File: config.mk
export PLATFORM = sky130hd
export DESIGN_NAME = module_dequant_1x8
export DESIGN_NICKNAME = d
export VERILOG_FILES = /design/src/rtl/quant_pkg.sv /design/src/rtl/module_dequant_lane.sv /design/src/rtl/module_dequant_1x8.sv
export SDC_FILE = /design/constraint.sdc
export NUM_CORES = 2
export LEC_CHECK = 0
export CELL_PAD_IN_SITES_DETAIL_PLACEMENT = 1
export CELL_PAD_IN_SITES_GLOBAL_PLACEMENT = 2
export CORE_UTILIZATION = 41
export DETAILED_ROUTE_END_ITERATION = 10
export PLACE_DENSITY = 0.9
export SYNTH_ARGS = -nofsm -noshare
export SYNTH_HDL_FRONTEND = slang
export SYNTH_HIERARCHICAL = 1
export SYNTH_SLANG_ARGS = --single-unit
export TNS_END_PERCENT = 50
File: constraint.sdc
create_clock -name clk -period 17.6 [get_ports clk]
set_input_delay 3.52 -clock clk [delete_from_list [all_inputs] [get_ports clk]]
set_output_delay 3.52 -clock clk [all_outputs]
set_load 0.05 [all_outputs]
File: src/rtl/quant_pkg.sv
// Shared constants and the accumulator saturation helper for the 1x8 dequantizer.
package quant_pkg;

  localparam int LANES   = 8;
  localparam int Q_W     = 4;
  localparam int ACC_W   = 15;
  localparam int SCALE_W = 16;
  localparam int SHIFT_W = 4;
  localparam int DIFF_W  = 5;
  localparam int PROD_W  = 21;
  localparam int RND_W   = 22;
  localparam int ACC_MAX = 16383;
  localparam int ACC_MIN = -16384;

  localparam logic signed [RND_W-1:0] RND_MAX = 22'sd16383;
  localparam logic signed [RND_W-1:0] RND_MIN = -22'sd16384;

  // Returns {sat_flag, acc}; the flag is set whenever the value had to be clamped.
  function automatic logic [ACC_W:0] sat_acc(input logic signed [RND_W-1:0] value);
    logic [ACC_W:0] res;
    if (value > RND_MAX) begin
      res = {1'b1, 15'h3FFF};
    end else if (value < RND_MIN) begin
      res = {1'b1, 15'h4000};
    end else begin
      res = {1'b0, value[ACC_W-1:0]};
    end
    return res;
  endfunction

endpackage

File: src/rtl/module_dequant_lane.sv
// One dequantizer lane: stage 1 removes the zero point, stage 2 scales, rounds and saturates.
module module_dequant_lane
  import quant_pkg::*;
(
  input  logic                      clk,
  input  logic                      rst_n,
  input  logic                      s1_en,
  input  logic                      s2_en,
  input  logic [Q_W-1:0]            q,
  input  logic [Q_W-1:0]            zero_point,
  input  logic signed [SCALE_W-1:0] s1_scale,
  input  logic [SHIFT_W-1:0]        s1_shift,
  output logic [ACC_W-1:0]          acc,
  output logic                      sat
);

  logic signed [DIFF_W-1:0] diff_d, diff_q;
  logic [ACC_W-1:0]         acc_d, acc_q;
  logic                     sat_d, sat_q;
  logic signed [PROD_W-1:0] prod;
  logic signed [RND_W-1:0]  wide, bias, rnd;
  logic [ACC_W:0]           sat_res;

  // Next-state datapath for both stages; the 22-bit width keeps the rounding add from overflowing.
  always_comb begin
    diff_d = diff_q;
    if (s1_en) begin
      diff_d = {1'b0, q} - {1'b0, zero_point};
    end else begin
      diff_d = diff_q;
    end

    prod = $signed({{(PROD_W-DIFF_W){diff_q[DIFF_W-1]}}, diff_q})
         * $signed({{(PROD_W-SCALE_W){s1_scale[SCALE_W-1]}}, s1_scale});
    wide = {prod[PROD_W-1], prod};
    if (s1_shift != 4'd0) begin
      bias = 22'sd1 <<< (s1_shift - 4'd1);
      rnd  = (wide + bias) >>> s1_shift;
    end else begin
      bias = '0;
      rnd  = wide;
    end
    sat_res = sat_acc(rnd);

    acc_d = acc_q;
    sat_d = sat_q;
    if (s2_en) begin
      {sat_d, acc_d} = sat_res;
    end else begin
      acc_d = acc_q;
      sat_d = sat_q;
    end
  end

  // Lane pipeline registers.
  always_ff @(posedge clk or negedge rst_n) begin
    if (!rst_n) begin
      diff_q <= '0;
      acc_q  <= '0;
      sat_q  <= 1'b0;
    end else begin
      diff_q <= diff_d;
      acc_q  <= acc_d;
      sat_q  <= sat_d;
    end
  end

  assign acc = acc_q;
  assign sat = sat_q;

endmodule

File: src/rtl/module_dequant_1x8.sv
// Eight-lane 4-bit to 15-bit dequantizer: two-stage valid/ready pipeline with a sticky saturation counter.
module module_dequant_1x8
  import quant_pkg::*;
(
  input  logic                      clk,
  input  logic                      rst_n,
  input  logic signed [SCALE_W-1:0] scale,
  input  logic [SHIFT_W-1:0]        shift,
  input  logic [Q_W-1:0]            zero_point,
  input  logic                      in_valid,
  output logic                      in_ready,
  input  logic [LANES*Q_W-1:0]      in_q,
  output logic                      out_valid,
  input  logic                      out_ready,
  output logic [LANES*ACC_W-1:0]    out_acc,
  output logic [LANES-1:0]          out_sat,
  input  logic                      sat_clear,
  output logic [15:0]               sat_count
);

  logic                      s1_valid_d, s1_valid_q;
  logic                      s2_valid_d, s2_valid_q;
  logic signed [SCALE_W-1:0] scale_d, scale_q;
  logic [SHIFT_W-1:0]        shift_d, shift_q;
  logic [15:0]               sat_count_d, sat_count_q;
  logic                      s2_ready, s1_en, s2_en, out_fire;

  // A stage may load when it is empty or its occupant leaves this cycle.
  assign s2_ready = !s2_valid_q || out_ready;
  assign in_ready = !s1_valid_q || s2_ready;
  assign s1_en    = in_valid && in_ready;
  assign s2_en    = s1_valid_q && s2_ready;
  assign out_fire = s2_valid_q && out_ready;

  // Control next-state: occupancy, per-beat config capture and the saturation counter.
  always_comb begin
    s1_valid_d  = in_ready ? in_valid : s1_valid_q;
    s2_valid_d  = s2_ready ? s1_valid_q : s2_valid_q;
    scale_d     = scale_q;
    shift_d     = shift_q;
    sat_count_d = sat_count_q;
    if (s1_en) begin
      scale_d = scale;
      shift_d = shift;
    end else begin
      scale_d = scale_q;
      shift_d = shift_q;
    end
    if (sat_clear) begin
      sat_count_d = 16'h0000;
    end else if (out_fire && (|out_sat) && (sat_count_q != 16'hFFFF)) begin
      sat_count_d = sat_count_q + 16'd1;
    end else begin
      sat_count_d = sat_count_q;
    end
  end

  // Control registers.
  always_ff @(posedge clk or negedge rst_n) begin
    if (!rst_n) begin
      s1_valid_q  <= 1'b0;
      s2_valid_q  <= 1'b0;
      scale_q     <= '0;
      shift_q     <= '0;
      sat_count_q <= '0;
    end else begin
      s1_valid_q  <= s1_valid_d;
      s2_valid_q  <= s2_valid_d;
      scale_q     <= scale_d;
      shift_q     <= shift_d;
      sat_count_q <= sat_count_d;
    end
  end

  for (genvar i = 0; i < LANES; i++) begin : g_lane
    module_dequant_lane u_lane (
      .clk        (clk),
      .rst_n      (rst_n),
      .s1_en      (s1_en),
      .s2_en      (s2_en),
      .q          (in_q[i*Q_W +: Q_W]),
      .zero_point (zero_point),
      .s1_scale   (scale_q),
      .s1_shift   (shift_q),
      .acc        (out_acc[i*ACC_W +: ACC_W]),
      .sat        (out_sat[i])
    );
  end

  assign out_valid = s2_valid_q;
  assign sat_count = sat_count_q;

endmodule

==> metrics.yaml <==
run_status:
  status: "completed"
sta:
  worst_pin_slew_ns: 1.252
  fmax_ghz: 0.1132
  fin_skew_ns: 0.02660
  maxSlewHeadroom_pct: 16.21
  fin_crit_ns: 8.832
  tns_ns: 0
  setup_viol: 0
  fin_crit_sh_pct: 50.18
  finalMaxSlewViolations: 0
  hold_viol: 0
  rsz0062_at_grt: "false"
layout:
  area_growth_pct: 8.507
  nNetsFinal: 7817
  layout_common_cells: "inv_1 (728), nor2_1 (727), and2_1 (518)"
  final_common_cell: "inv_1"
  drive_above_1_share_pct: 6.572
global_route:
  track_usage_pct: 27.68
  antenna_found_initial: 14
  grt_max_degree: 120
  grt_pass1_vias: 54160
  grt.overflow.total: 0
  grt_pass1_wl_um: 300000
route:
  met2_length_um: 88740
  routed_wl_um: 186900
  vias: 52080
  route.met3.wl_um: 8924
  viasPerCell: 6.019
  top_layer: "met5"
  post_drt_wl_per_cell_um: 21.61
  antenna_left: 0
  dr.pass1.iters: 5
  drt_iter0_markers: 3527
  drcViolationCount: 0
  met1_length_um: 82550
synth:
  async_reset_ff_share_pct: 100.0
  synth-edff-count: 0
  synth_top_area_share_pct: 15.41
  ys_top_cells_by_area: "fa_1 (15%), ha_1 (11%), dfrtp_1 (9.5%)"
  synth_fp_nets: 7824
  synth.yosys.seq_area_share_pct: 9.538
  yosysTopAreaCell: "fa_1"
  synth-main-ff-cell: "dfrtp_1"
  syn_inst: 6890
  synth_cell_types: 143
  yosys_warnings: 6
  syn_area_mm2: 0.05405
  avgSynthCellArea_um2: 7.844
  ys_ff_latch: 206
worst_setup_path:
  endpoint_kind: "register"
  worstPathArrival_ns: 9.30
  critical_path_class: "register to register"
  rrSetupSlack_ns: 8.77
  cp-start-kind: "register"
  worstPathMaxFanout: 41
  crit_required_ns: 18.06
cts:
  cts_buffer_depth: 3
  clk_latency_ns: 0.65
  cts_tree: "built"
  cts_hold_buf: 0
  numCtsBuffers: 31
  clock-root-buffer: "clkbuf_16"
  post_cts_buffers: 0
  h-tree-depth: 1
  cts_resized: 0
  cts.clk_slew.worst_paths_ns: 0.06
  clock_sinks: 206
placement:
  dp_hpwl_um: 145200
  globalplace.congestion: 0.8999
  portBuffers: 206
floorplan:
  chipHeight_um: 365.1
  rows: 132
  num_io_pins: 207
  die_area_mm2: 0.1333
  initial_utilization_pct: 41.53
  fp.dieW_um: 365.1
  core-area_mm2: 0.1301
hold_path:
  hold_class: "register to register"
flow_run:
  drv_cap: 0
cells in the mapped netlist, types with 37 or more instances:
| cell type | instances |
|---|---|
| fa_1 | 416 |
| o21ai_1 | 43 |
| and3_1 | 38 |
| mux4_2 | 46 |
| dfrtp_1 | 206 |
| buf_1 | 37 |
| nand2_1 | 494 |
| a21oi_1 | 434 |
| mux2_2 | 54 |
| o21a_1 | 70 |
| nand2b_1 | 73 |
| a31oi_1 | 51 |
| nand3_1 | 119 |
| o211ai_1 | 62 |
| xor2_1 | 59 |
| nor2b_1 | 54 |
| or3_1 | 44 |
| clkbuf_1 | 207 |
| nand4_1 | 44 |
| mux2i_1 | 140 |
| a21o_1 | 91 |
| inv_1 | 729 |
| xnor2_1 | 232 |
| nor2_1 | 727 |
| and2_1 | 519 |
| ha_1 | 457 |
| o21ai_0 | 333 |
| o22ai_1 | 45 |
| a211oi_1 | 135 |
| nor3_1 | 105 |
flip-flops by register name, indices dropped and copies added (netlist names):
name and cells:
g_lane.u_lane/acc 120, g_lane.u_lane/diff_q 40, g_lane.u_lane/sat 8, out_valid 1, s1_valid_q 1, sat_count 16
scale_q 16, shift_q 4
critical path, stage by stage, from the launching register on:
cell and delay, ns:
dfrtp_2 1.02, nand2_1 0.22, fa_1 0.53, fa_1 0.49, inv_1 0.05, fa_1 0.50, inv_1 0.06, fa_1 0.40
nand2b_1 0.18, a21o_1 0.19, nor2b_1 0.15, o21ai_0 0.20, xor2_1 0.24, ha_1 0.33, a2111oi_0 0.49, a21oi_1 0.21
and4_1 0.26, a21oi_1 0.74, o21ai_0 0.35, and2_0 0.24, mux4_2 0.52, o21ai_1 0.18, a2111oi_2 0.10, o21ai_1 0.68
o221ai_1 0.25
cells by family (layout without fill, tap and decap cells):
group / Yosys count / in the layout / synth area share, %
xor+xnor: 302 / 302 / 5.058
flops: 206 / 206 / 9.538
fa+ha+maj: 873 / 873 / 25.99
other cells: 0 / 2 / 0
simple gates: 2428 / 2428 / 22.77
compound gates: 1796 / 1796 / 23.42
buf+inv: 1041 / 1059 / 7.477
mux: 244 / 244 / 5.753
worst paths after layout:
check                                                      from                                   end  depth (start not counted)
setup / recovery                         scale_q[2]$_DFFE_PN0P_   g_lane[5].u_lane/acc[2]$_DFFE_PN0P_                         24
min in group asynchronous                                 rst_n  g_lane[0].u_lane/acc[13]$_DFFE_PN0P_                          1
hold reg to reg            g_lane[5].u_lane/acc[12]$_DFFE_PN0P_  g_lane[5].u_lane/acc[12]$_DFFE_PN0P_                          1
max in group asynchronous                                 rst_n                shift_q[1]$_DFFE_PN0P_                          2
hold / removal             g_lane[5].u_lane/acc[12]$_DFFE_PN0P_  g_lane[5].u_lane/acc[12]$_DFFE_PN0P_                          1
setup reg to reg                         scale_q[2]$_DFFE_PN0P_   g_lane[5].u_lane/acc[2]$_DFFE_PN0P_                         24
metal layers:
metal / GRT usage, % / vias up
met1: 36.41 / 26340
li1: - / 24110
met3: 2.556 / 316
met5: 0 / -
met2: 47.32 / 1296
met4: 9.476 / 12
final cells by class:
cell class                      count  area, um2
Antenna cell                        2      5.005
Clock buffer                       39      825.8
Clock inverter                     19      319.1
Fill cell                       16030      71500
Inverter                          749       2811
Multi-Input combinational cell   5643      44850
Sequential cell                   206       5177
Tap cell                         1742       2180
Timing Repair Buffer              252       2474
per-stage QoR:
| step | utilization (%) | worst slack (ns) | hold slack [ns] | instance area, um2 | cells |
|---|---|---|---|---|---|
| after floorplan | - | 10.07 | 0.4490 | 54050 | 6890 |
| after global placement | 44.17 | 9.098 | 0.4692 | 57490 | 8591 |
| after detailed placement | 44.17 | 8.935 | 0.4740 | 57490 | 8591 |
| after CTS | 45.05 | 8.853 | 0.4896 | 58630 | 8649 |
| after global routing | 45.06 | 8.159 | 0.5121 | 58640 | 8650 |
| final | 45.06 | 8.768 | 0.4883 | 58650 | 8652 |
Power is left out: the tool's default activity adds up to more than one toggle a clock period on the data nets, which glitch-free logic cannot reach.
